## src/rtl/memory2_stage_pkg.sv

```systemverilog
// Shared types for the memory2 stage: pipeline pass payloads, load width
// encoding and the load-response FSM states.
package cpu_defs;

    localparam int unsigned XLEN   = 32;
    localparam int unsigned REG_AW = 5;

    typedef enum logic [1:0] {
        BYTE = 2'd0,
        HALF = 2'd1,
        WORD = 2'd2
    } mem_type_t;

    typedef enum logic [1:0] {
        IDLE  = 2'd0,
        WAIT  = 2'd1,
        HELD  = 2'd2,
        DRAIN = 2'd3
    } m2_state_t;

    typedef struct packed {
        logic              is_flush;
        logic              is_wr_rd;
        logic [REG_AW-1:0] rd;
        logic [XLEN-1:0]   pc;
        logic              is_load;
        mem_type_t         load_type;
        logic              is_signed;
        logic [1:0]        addr_lo;
        logic [XLEN-1:0]   ex_out;
    } memory1_memory2_pass_t;

    typedef struct packed {
        logic              is_flush;
        logic              is_wr_rd;
        logic [REG_AW-1:0] rd;
        logic [XLEN-1:0]   pc;
        logic [XLEN-1:0]   ex_mem_out;
    } memory2_writeback_pass_t;

endpackage

```

## src/rtl/memory2_stage_load_align.sv

```systemverilog
// load_align: extracts the addressed byte/half/word from a word-aligned
// D-cache read and sign- or zero-extends it to XLEN.
// Ports: rdata (read word), load_type, is_signed, lo (byte offset) -> data.
module load_align
    import cpu_defs::*;
(
    input  logic [XLEN-1:0] rdata,
    input  mem_type_t       load_type,
    input  logic            is_signed,
    input  logic [1:0]      lo,
    output logic [XLEN-1:0] data
);

    logic [7:0]  byte_sel;
    logic [15:0] half_sel;

    // Misaligned halves are rejected upstream, so only lo[1] picks the half.
    always_comb begin
        byte_sel = rdata[{lo, 3'b000} +: 8];
        half_sel = rdata[{lo[1], 4'b0000} +: 16];
        data     = rdata;
        case (load_type)
            BYTE:    data = {{24{is_signed & byte_sel[7]}}, byte_sel};
            HALF:    data = {{16{is_signed & half_sel[15]}}, half_sel};
            default: data = rdata;
        endcase
    end

endmodule

```

## src/rtl/memory2_stage.sv

```systemverilog
// memory2_stage: registers the memory1 pass, collects the D-cache load
// response, aligns/extends load data and drives the writeback pass.
// Ports: clk, rst (async active-high), is_stall, is_flush, pass_in,
//        dc_rvalid, dc_rdata -> stall_req, pass_out, fwd_valid, fwd_rd,
//        fwd_data, wait_timeout (sticky watchdog).
module memory2_stage
    import cpu_defs::*;
#(
    parameter int unsigned MAX_WAIT = 255
) (
    input  logic                                         clk,
    input  logic                                         rst,
    input  logic                                         is_stall,
    input  logic                                         is_flush,
    input  logic [$bits(memory1_memory2_pass_t)-1:0]     pass_in,
    input  logic                                         dc_rvalid,
    input  logic [XLEN-1:0]                              dc_rdata,
    output logic                                         stall_req,
    output logic [$bits(memory2_writeback_pass_t)-1:0]   pass_out,
    output logic                                         fwd_valid,
    output logic [REG_AW-1:0]                            fwd_rd,
    output logic [XLEN-1:0]                              fwd_data,
    output logic                                         wait_timeout
);

    localparam int unsigned WCNT_W = $clog2(MAX_WAIT + 1);

    memory1_memory2_pass_t   pass_in_r;
    memory2_writeback_pass_t pout;
    m2_state_t               state, state_n;
    logic [XLEN-1:0]         rbuf;
    logic                    rbuf_load;
    logic [WCNT_W-1:0]       wcnt;
    logic                    m2_kill;
    logic                    ld;
    logic [XLEN-1:0]         rdata;
    logic [XLEN-1:0]         aligned;

    // Input pipeline register; reset state is a bubble.
    always_ff @(posedge clk or posedge rst) begin
        if (rst) begin
            pass_in_r          <= '0;
            pass_in_r.is_flush <= 1'b1;
        end else if (!is_stall) begin
            pass_in_r <= memory1_memory2_pass_t'(pass_in);
        end
    end

    assign m2_kill = pass_in_r.is_flush | is_flush;
    assign ld      = pass_in_r.is_load & ~m2_kill;

    // FSM state register and load-data buffer for responses caught during a stall.
    always_ff @(posedge clk or posedge rst) begin
        if (rst) begin
            state <= IDLE;
            rbuf  <= '0;
        end else begin
            state <= state_n;
            if (rbuf_load) rbuf <= dc_rdata;
        end
    end

    // Next-state logic; a response arriving after a flush is drained in DRAIN.
    always_comb begin
        state_n   = state;
        rbuf_load = 1'b0;
        case (state)
            IDLE: begin
                if (ld && !dc_rvalid) begin
                    state_n = WAIT;
                end else if (ld && dc_rvalid && is_stall) begin
                    state_n   = HELD;
                    rbuf_load = 1'b1;
                end
            end
            WAIT: begin
                if (dc_rvalid) begin
                    if (is_flush) begin
                        state_n = IDLE;
                    end else if (is_stall) begin
                        state_n   = HELD;
                        rbuf_load = 1'b1;
                    end else begin
                        state_n = IDLE;
                    end
                end else if (is_flush) begin
                    state_n = DRAIN;
                end
            end
            HELD: begin
                if (is_flush || !is_stall) state_n = IDLE;
            end
            DRAIN: begin
                if (dc_rvalid) state_n = IDLE;
            end
            default: state_n = IDLE;
        endcase
    end

    // A response seen in DRAIN belongs to the flushed load, so it never satisfies ld.
    assign stall_req = ld & ~(dc_rvalid & (state != DRAIN)) & (state != HELD);
    assign rdata     = (state == HELD) ? rbuf : dc_rdata;

    load_align u_load_align (
        .rdata     (rdata),
        .load_type (pass_in_r.load_type),
        .is_signed (pass_in_r.is_signed),
        .lo        (pass_in_r.addr_lo),
        .data      (aligned)
    );

    // Writeback pass; a bubble is sent while load data is outstanding.
    always_comb begin
        pout            = '0;
        pout.is_flush   = m2_kill | stall_req;
        pout.is_wr_rd   = pass_in_r.is_wr_rd;
        pout.rd         = pass_in_r.rd;
        pout.pc         = pass_in_r.pc;
        pout.ex_mem_out = ld ? aligned : pass_in_r.ex_out;
    end

    assign pass_out  = pout;
    assign fwd_valid = ~pout.is_flush & pout.is_wr_rd;
    assign fwd_rd    = pout.rd;
    assign fwd_data  = pout.ex_mem_out;

    // Watchdog: counts consecutive cycles spent waiting on the D-cache.
    always_ff @(posedge clk or posedge rst) begin
        if (rst) begin
            wcnt         <= '0;
            wait_timeout <= 1'b0;
        end else begin
            if (state == WAIT || state == DRAIN) begin
                if (wcnt != WCNT_W'(MAX_WAIT)) wcnt <= wcnt + WCNT_W'(1);
            end else begin
                wcnt <= '0;
            end
            if (wcnt == WCNT_W'(MAX_WAIT)) wait_timeout <= 1'b1;
        end
    end

endmodule

```

## config.mk

```make
export PLATFORM = sky130hd
export DESIGN_NAME = memory2_stage
export DESIGN_NICKNAME = d
export VERILOG_FILES = /design/src/rtl/memory2_stage_pkg.sv /design/src/rtl/memory2_stage_load_align.sv /design/src/rtl/memory2_stage.sv
export SDC_FILE = /design/constraint.sdc
export NUM_CORES = 1
export LEC_CHECK = 0
export CORE_MARGIN = 3
export CORE_UTILIZATION = 45
export DETAILED_ROUTE_END_ITERATION = 16
export HOLD_SLACK_MARGIN = 0.08
export PLACE_DENSITY = 0.8
export RECOVER_POWER = 50
export SLEW_MARGIN = 20
export SYNTH_ARGS = -nofsm -noshare
export SYNTH_HDL_FRONTEND = slang
export SYNTH_SLANG_ARGS = --single-unit
```

## constraint.sdc

```tcl
create_clock -name clk -period 4.44 [get_ports clk]
set_input_delay 0.666 -clock clk [delete_from_list [all_inputs] [get_ports clk]]
set_output_delay 0.666 -clock clk [all_outputs]
set_load 0.05 [all_outputs]
```

* Word-level counts from Yosys, hierarchy flattened
Cells that the tools add are included.
Word-level totals: bits in latches 0, output and inout bits 111, memories 0, memory bits (writable) 0, register bits 120, memory bits (read-only) 0
Cells by class: eq/ne operators 13, divide/modulo/power cells 0, magnitude comparators 0, reductions and logical operators 10, bitwise logic cells 12, multipliers 0, add/sub/neg operators 1, shift-type cells 2, multiplexer cells 20
Operators with widths (count):
- 32-bit 2-to-1 mux | 2
- 32-bit one-hot mux with 2 select lines | 1
- 32-bit by 6-bit variable part select with 16-bit output | 1
- 32-bit by 6-bit variable part select with 8-bit output | 1
- 2-bit 2-to-1 mux | 8
- 8-bit 2-to-1 mux | 2
- 8-bit by 1-bit adder with 8-bit output (second input constant) | 1
- 8-bit equality test (second input constant) | 1
- 2-bit inequality test (second input constant) | 4
- 8-bit inequality test (second input constant) | 1
- 2-bit one-hot mux with 4 select lines | 1
- 1-bit AND | 7
- 3-bit inequality test (second input constant) | 2
- 1-bit 2-to-1 mux | 5
- 2-bit by 1-bit equality test with 1-bit output (second input constant) | 2
- 2-bit equality test (second input constant) | 2
- 2-bit logical NOT | 2
- 4-bit AND reduction | 1
- 1-bit logical AND | 3
- 1-bit inverter | 3
- 1-bit logical NOT | 2
- 1-bit logical OR | 2
- 2-bit by 1-bit inequality test with 1-bit output (second input constant) | 1
- 1-bit bitwise OR | 2
- 1-bit one-hot mux with 2 select lines | 1

* Logic depth before layout (Yosys ltp)
Gate-level depths: netlist (run 1).
depth in word-level cells 8, depth in mapped cells 11

* Hierarchy
A second synthesis (run 1) with hierarchy kept.
Second synthesis, totals: cells, all modules 556, area total of the unflattened synthesis 6879.1 µm²
By module, submodules not included:
- memory2_stage | cells each 439, sequential area each 3004.1 µm², instances 1, area an instance 6154.7 µm²
- load_align | cells each 117, sequential area each 0.0 µm², instances 1, area an instance 724.4 µm²

* Least setup slack after synthesis (run 1)
No wires, ideal clock.
path kind register to output, start register state[0], end output port pass_out[3], arrival time 3.068 ns, stages on the path, launching flop included 11, slack 0.706 ns, buffers on the path 5, cells stage by stage dfrtp_1 > buf_6 > nand2b_4 > buf_6 > buf_2 > clkbuf_1 > nand2_1 > a32oi_1 > o21ai_0 > o21ai_0 > buf_4
On the way: word-level cells in the longest chain between the ends 5
Ends and longest elaborated chain:
- start, declared | RTL line memory2_stage.sv:30 | m2_state_t state, state_n;
- start signal, assigned | RTL line memory2_stage.sv:58 | state <= state_n;
- 2-bit equality test (*) | RTL line memory2_stage.sv:102 | assign rdata = (state == HELD) ? rbuf : dc_rdata;
- 32-bit 2-to-1 mux (*) | RTL line memory2_stage.sv:102
- 32-bit by 6-bit variable part select with 16-bit output / 32-bit by 6-bit variable part select with 8-bit output (equally long branches) | RTL line memory2_stage_load_align.sv:20, memory2_stage_load_align.sv:19
- 32-bit one-hot mux with 2 select lines (*) | RTL line memory2_stage_load_align.sv:22 | case (load_type)
- 32-bit 2-to-1 mux (*) | RTL line memory2_stage.sv:119 | pout.ex_mem_out = ld ? aligned : pass_in_r.ex_out;
- end, declared | RTL line memory2_stage.sv:19 | output logic [$bits(memory2_writeback_pass_t)-1:0] pass_out,
Every way passes the cells marked *; elsewhere a longest branch is shown, timed or not.

* Final worst setup path (run 1)
start register state[0], end output port fwd_data[6]
On the way: word-level cells in the longest chain between the ends 5
Ends and longest elaborated chain:
- 2-bit equality test (*) | RTL line memory2_stage.sv:102
- 32-bit 2-to-1 mux (*) | RTL line memory2_stage.sv:102
- 32-bit by 6-bit variable part select with 16-bit output / 32-bit by 6-bit variable part select with 8-bit output (equally long branches) | RTL line memory2_stage_load_align.sv:20, memory2_stage_load_align.sv:19
- 32-bit one-hot mux with 2 select lines (*) | RTL line memory2_stage_load_align.sv:22
- 32-bit 2-to-1 mux (*) | RTL line memory2_stage.sv:119
- end, declared | RTL line memory2_stage.sv:22 | output logic [XLEN-1:0] fwd_data,
Marks and branches as above.

==> flow_summary.toml, run 1 <==
[sta]
post-route-period-util = 0.960
finalSetupTns_ns = 0
max_clock_freq_mhz = 235
hold_violations = 0
rsz0062_at_grt = "false"
drv_slew = 144
setup_viol = 0
relSlewSlack = -0.899
worst_pin_slew_ns = 2.83
fin_crit_ns = 4.26
fin_worst_skew_ns = 0.00573

[global_route]
gr-total-overflow = 0
grt_usage = 0.220
antenna_found_initial = 0
grt_pass1_vias = 5068
grt_pass1_wl_mm = 27.3
grt_max_degree = 79

[synthesis]
postSynthAreaPerCell_um2 = 11.3
synth_top_family_by_area = "multiplexers"
synthTopCellsByArea = "dfrtp_1, mux2_2, buf_4"
muxShareOfSynthArea = 0.239
syn-num-nets = 686
synth.most_common_cell = "dfrtp_1"
synth_top_area_cell = "dfrtp_1"
syn_area_mm2 = 0.00646
ys_ff_latch = 120
yosysWarnings = 0
synth_edf_count = 0
async_flop_share = 1.00
synth_top_area_share = 0.461
yosysSeqAreaShare = 0.465
yosys-top-cells-count = "dfrtp_1, mux2_2, nand2_1"
yosys.area_share.adder = 0.00194
synth_cells = 571
synthSimpleGateAreaFrac = 0.0866
synthDistinctLibCells = 47
synthXorXnorAreaFrac = 0.00407
synth_ff_type = "dfrtp_1"
synth-compound-area-share = 0.0911

[run_status]
violations = "max-capacitance violations, max-slew violations"
outcome = "finished, violations left"

[final_layout]
antenna_cells = 0
drive_above_1_share = 0.218
syn_to_final_growth_pct = 37.1
nets = 833

[die]
core_mm2 = 0.0139
start_util = 0.463
die_height_um = 126
pin_count = 225
die_w_um = 126
core.rowCount = 43
die_area_mm2 = 0.0158

[routing]
antenna_left = 0
drt_iter0_markers = 354
vias = 4891
post-route-drc-count = 0
wirelength_mm = 17.4
wl_per_cell_um = 19.2
vias_per_cell = 5.39
drtPass1Iterations = 4

[cts]
postCtsHoldBufs = 0
cts_buffer_depth = 2
cts.sinks = 120
cts_setup_buffers = 0
cts_repair_resize_count = 0
clk_latency_ns = 0.41
cts_tree = "done"
clk_pin_slew_ns = 0.05
cts_root_buffer = "clkbuf_16"
cts_buffers = 17
h-tree-depth = 4

[worst_setup_path]
path_cells = "nand2b_4 -> buf_4 -> mux4_2 -> o21ai_0 -> o21ai_0 -> clkdlybuf4s50_1"
crit_top_cell = "o21ai_0"
worstPathRequired_ns = 3.77
reg2reg_depth = 4
cpMaxStageDelayCell = "clkdlybuf4s50_1"
worst_path_largest_cell_delay_ns = 0.73
r2r-end = "rbuf[4]"
path_class = "reg2out"
r2r_setup_slack_ns = 2.63
critPathCaptureType = "primary output"
worstSetupStartpointType = "flip-flop"
critPathLaunch = "state[0]"
endpoint = "fwd_data[6]"
r2r-start = "pass_in_r[76]"
critPathMaxFanout = 35
worstPathArrival_ns = 3.60

[power]
combPwrFrac = 0.329
p_clk_frac = 0.317
p_int_mw = 2.62
seqPwrFrac = 0.354
ir_drop_mv = 0.233
p_leak_nw = 3.71
power.density_mw_per_mm2 = 447
power_mw = 3.96
switchingPower_mw = 1.34
p_sw_frac = 0.338

[place]
io_buffers = 224
gp_congestion = 0.865
hpwl_mm = 12.5

[job]
cap_violations = 2

[min_path]
hold_class = "reg2reg"
logic make-up (layout without fill, tap and decap cells):
logic type	Yosys count	count (layout)
muxes	131	131
adders and majority gates	1	1
and+or+nand+nor	123	123
buffers and inverters	111	268
xor gates and xnor gates	3	3
AOI/OAI and AO/OA	82	82
DFF	120	120
worst min path at each step:
stage | from | endpoint | slack, ns | cells after the start
after floorplan | rbuf[16] | rbuf[16] | 0.48 | 1
after global routing | wait_timeout | wait_timeout | 0.48 | 1
after global placement | wait_timeout | wait_timeout | 0.46 | 1
after detailed placement | wait_timeout | wait_timeout | 0.46 | 1
final | wait_timeout | wait_timeout | 0.47 | 1
after CTS | wait_timeout | wait_timeout | 0.48 | 1
per-stage QoR:
step                      area, um2  worst slack, ns  hold WS, ns  cells   util
after floorplan                6460            0.590        0.479    571      -
after global placement         8310            0.470        0.463    878  0.596
after detailed placement       8310            0.434        0.461    878  0.596
after CTS                      8840            0.214        0.480    907  0.634
after global routing           8850           0.0323        0.485    908  0.635
final                          8850            0.178        0.472    908  0.635
state kept, by name, summed over array words and instances, names as in the netlist:
signal and count:
wait_timeout 1, wcnt 8, pass_in_r 39, fwd_rd 5, state 2, rbuf 32, pass_out 33
critical path, delay by kind of cell (launching register included):
kind | cells | cell delay (ns)
buffers and inverters | 2 | 1.17
AOI/OAI and AO/OA | 2 | 0.55
and+or+nand+nor | 1 | 0.28
muxes | 1 | 0.61
DFF | 1 | 0.57
layout make-up:
| cell class | count | area (um2) |
|---|---|---|
| Tap cell | 180 | 225 |
| Fill cell | 1103 | 5080 |
| Clock inverter | 4 | 45.0 |
| Sequential cell | 120 | 3000 |
| Timing Repair Buffer | 233 | 2320 |
| Inverter | 6 | 23.8 |
| Multi-Input combinational cell | 340 | 2750 |
| Clock buffer | 25 | 485 |
routing by layer:
layer / track usage / part of all wire / up-vias
li1: - / - / 2237
met1: 0.289 / 0.42 / 2417
met2: 0.348 / 0.49 / 208
met3: 0.0623 / 0.067 / 29
met4: 0.0826 / 0.028 / 0
met5: 0 / 0 / -
cell usage in the layout, fill, tap and decap left out, drive strengths merged, types with 2 or more instances in the layout:
master         instances
inv                    5
a32oi                  8
a211oi                 2
o21ai                 16
dlygate4sd3            3
clkdlybuf4s50        220
xor2                   2
o31ai                  2
nand4                  4
o22ai                  8
o311a                  2
a21oi                 12
o22a                  16
nor2b                 12
mux4                   7
a31oi                  2
mux2i                 13
nand2b                 3
nand2                 78
nor3                   3
mux2                 111
buf                    7
dfrtp                119
nor3b                  2
clkinv                 3
a21boi                 8
nor2                  13
clkbuf                28
nor4b                  2
power by group through the flow:
stage | clock network (mW) | logic (mW) | registers, mW
floorplan | 0 | 0.988 | 1.37
global placement | 0 | 1.28 | 1.40
detailed placement | 0 | 1.30 | 1.41
CTS | 1.28 | 1.31 | 1.40
global route | 1.33 | 1.37 | 1.42
finish | 1.25 | 1.30 | 1.40
(Power assumes the default switching activity.)
==> run 2: changes to the inputs <==
--- a/config.mk
+++ b/config.mk
@@ -9,9 +9,10 @@
 export CORE_UTILIZATION = 45
 export DETAILED_ROUTE_END_ITERATION = 16
 export HOLD_SLACK_MARGIN = 0.08
-export PLACE_DENSITY = 0.8
+export PLACE_DENSITY = 0.79
 export RECOVER_POWER = 50
 export SLEW_MARGIN = 20
 export SYNTH_ARGS = -nofsm -noshare
 export SYNTH_HDL_FRONTEND = slang
+export SYNTH_HIERARCHICAL = 1
 export SYNTH_SLANG_ARGS = --single-unit
==> flow_summary.toml, run 2 <==
[cts]
clk_pin_slew_ns = 0.05
cts_root_buffer = "clkbuf_16"
postCtsHoldBufs = 0
cts_repair_resize_count = 0
h-tree-depth = 4
cts_buffers = 17
cts_tree = "done"
cts_setup_buffers = 0
clk_latency_ns = 0.41
cts.sinks = 120
cts_buffer_depth = 2

[min_path]
hold_class = "reg2reg"
min_from = "wait_timeout"
holdPathStages = 1
holdPathEnd = "wait_timeout"

[final_layout]
largest_register = "pass_in_r"
layout_commonest_cell = "clkdlybuf4s50_1"
antenna_cells = 0
post-route-cell-area_mm2 = 0.00911
largest_register_ffs = 39
drive_above_1_share = 0.405
regArea_mm2 = 0.00300
nFillCells = 1168
nets = 815
multi_input_area_mm2 = 0.00305
final_cell_mix = "clkdlybuf4s50_1, mux2_2, dfrtp_1"
syn_to_final_growth_pct = 32.4

[synthesis]
synth_edf_count = 0
synthTopCellsByArea = "dfrtp_1, mux2_2, mux2_4"
synth_top_area_cell = "dfrtp_1"
postSynthAreaPerCell_um2 = 12.4
yosys-top-cells-count = "mux2_2, dfrtp_1, buf_4"
async_flop_share = 1.00
yosysWarnings = 6
synth_top_area_share = 0.433
synth_cells = 556
yosysSeqAreaShare = 0.437
syn-num-nets = 671
synthDistinctLibCells = 46
ys_ff_latch = 120
synth.most_common_cell = "mux2_2"
syn_area_mm2 = 0.00688
synth_ff_type = "dfrtp_1"

[sta]
drv_slew = 150
finalSetupTns_ns = 0
setup_viol = 0
fin_worst_skew_ns = 0.00367
fin_crit_ns = 4.14
relSlewSlack = -0.805
max_clock_freq_mhz = 242
worst_pin_slew_ns = 2.71
rsz0062_at_grt = "false"
hold_violations = 0
post-route-period-util = 0.932

[power]
p_clk_frac = 0.344
power_mw = 4.20
p_int_mw = 2.81
p_leak_nw = 3.95
seqPwrFrac = 0.329
combPwrFrac = 0.327
p_sw_frac = 0.331
ir_drop_mv = 0.327
switchingPower_mw = 1.39
power.density_mw_per_mm2 = 462

[worst_setup_path]
worstPathArrival_ns = 3.47
r2r-end = "rbuf[30]"
worstPathRequired_ns = 3.77
path_cells = "nand2b_1 -> buf_4 -> mux2_2 -> mux2_2 -> a22oi_1 -> o21ai_0 -> mux2_2 -> clkdlybuf4s50_1"
r2r_setup_slack_ns = 2.66
crit_top_cell = "mux2_2"
cpMaxStageDelayCell = "clkdlybuf4s50_1"
reg2reg_depth = 4
r2r-start = "pass_in_r[76]"
worst_path_largest_cell_delay_ns = 0.71
path_class = "reg2out"
critPathMaxFanout = 35
worstSetupStartpointType = "flip-flop"
critPathCaptureType = "primary output"

[run_status]
outcome = "finished, violations left"
violations = "max-capacitance violations, max-slew violations"

[die]
start_util = 0.466
core_mm2 = 0.0148
die_height_um = 130
core.rowCount = 44
pin_count = 225
die_area_mm2 = 0.0168
die_w_um = 130

[global_route]
grt_pass1_vias = 5033
gr-total-overflow = 0
grt_pass1_wl_mm = 27.0
antenna_found_initial = 2
grt_max_degree = 78
grt_usage = 0.210

[routing]
post-route-drc-count = 0
vias = 4714
wirelength_mm = 17.3
antenna_left = 0
drt_iter0_markers = 340
wl_per_cell_um = 19.3
vias_per_cell = 5.26
drtPass1Iterations = 4

[place]
placed_cell_area_mm2 = 0.00849
gp_congestion = 0.876
hpwl_mm = 12.9
io_buffers = 224

[job]
cap_violations = 2
## run 2: cell count changes in the layout (fill, tap and decap cells not counted), sizes merged, moves of 9 or more
cell / previous run / this run
buf: 7 / 53
a21oi: 12 / 36
mux2i: 13 / 2
mux2: 111 / 182
a22oi: 0 / 9
nand2: 78 / 30
o22a: 16 / 0
clkdlybuf4s50: 220 / 174
## run 2: cell type report
class / instances / share of cell area
multi-input combinational: 323 / 0.335
sequential: 120 / 0.330
timing repair buffer: 232 / 0.238
clock buffer: 17 / 0.0467
tap: 184 / 0.0253
clock inverter: 15 / 0.0223
inverter: 6 / 0.00247
## run 2: worst max-delay path, delay by kind of cell, from the launching register on
kind | cells | cell delay [ns]
buf+inv | 2 | 1.10
flops | 1 | 0.42
mux | 3 | 1.00
simple gates | 1 | 0.12
compound gates | 2 | 0.41
## run 2: worst max-delay path by stage
stage,from,to,cells past startpoint
6_report,state[0],fwd_data[6],8
3_5_place_dp,dc_rdata[30],fwd_data[6],7
5_1_grt,state[0],fwd_data[6],8
2_1_floorplan,rst,fwd_rd[0],1
4_1_cts,state[0],fwd_data[6],8
3_3_place_gp,dc_rdata[30],fwd_data[6],7
## run 2: cell families (layout without fill, tap and decap cells)
| family | count (synthesis) | after routing | share of synthesized area |
|---|---|---|---|
| adder cells (fa/ha/maj) | 1 | 1 | 0.00182 |
| buffers and inverters | 113 | 270 | 0.119 |
| AO/OA/AOI/OAI | 65 | 65 | 0.0611 |
| AND/OR/NAND/NOR | 71 | 71 | 0.0564 |
| flip-flops | 120 | 120 | 0.437 |
| multiplexers | 184 | 184 | 0.322 |
| XOR/XNOR | 2 | 2 | 0.00255 |
## run 2: metal layers
| metal | track usage | up-vias | wire [um] |
|---|---|---|---|
| met4 | 0.0709 | 4 | 271 |
| met2 | 0.336 | 187 | 8550 |
| met1 | 0.271 | 2336 | 7270 |
| met5 | 0 | - | 26 |
| met3 | 0.0680 | 26 | 1170 |
| li1 | - | 2161 | - |
## run 2: power groups by stage
stage	combinational [mW]	clock, mW	sequential [mW]
after floorplan	1.09	0	1.36
after global placement	1.36	0	1.39
after detailed placement	1.38	0	1.40
after CTS	1.38	1.48	1.38
after global routing	1.44	1.54	1.41
final	1.37	1.45	1.38
## run 2: stage by stage
stage               cells  utilization  hold slack (ns)  worst slack (ns)
floorplan             556            -            0.475             0.590
global placement      865        0.576            0.451             0.735
detailed placement    865        0.576            0.468             0.721
CTS                   897        0.618            0.480             0.289
global route          897        0.617            0.499             0.159
finish                897        0.617            0.467             0.301
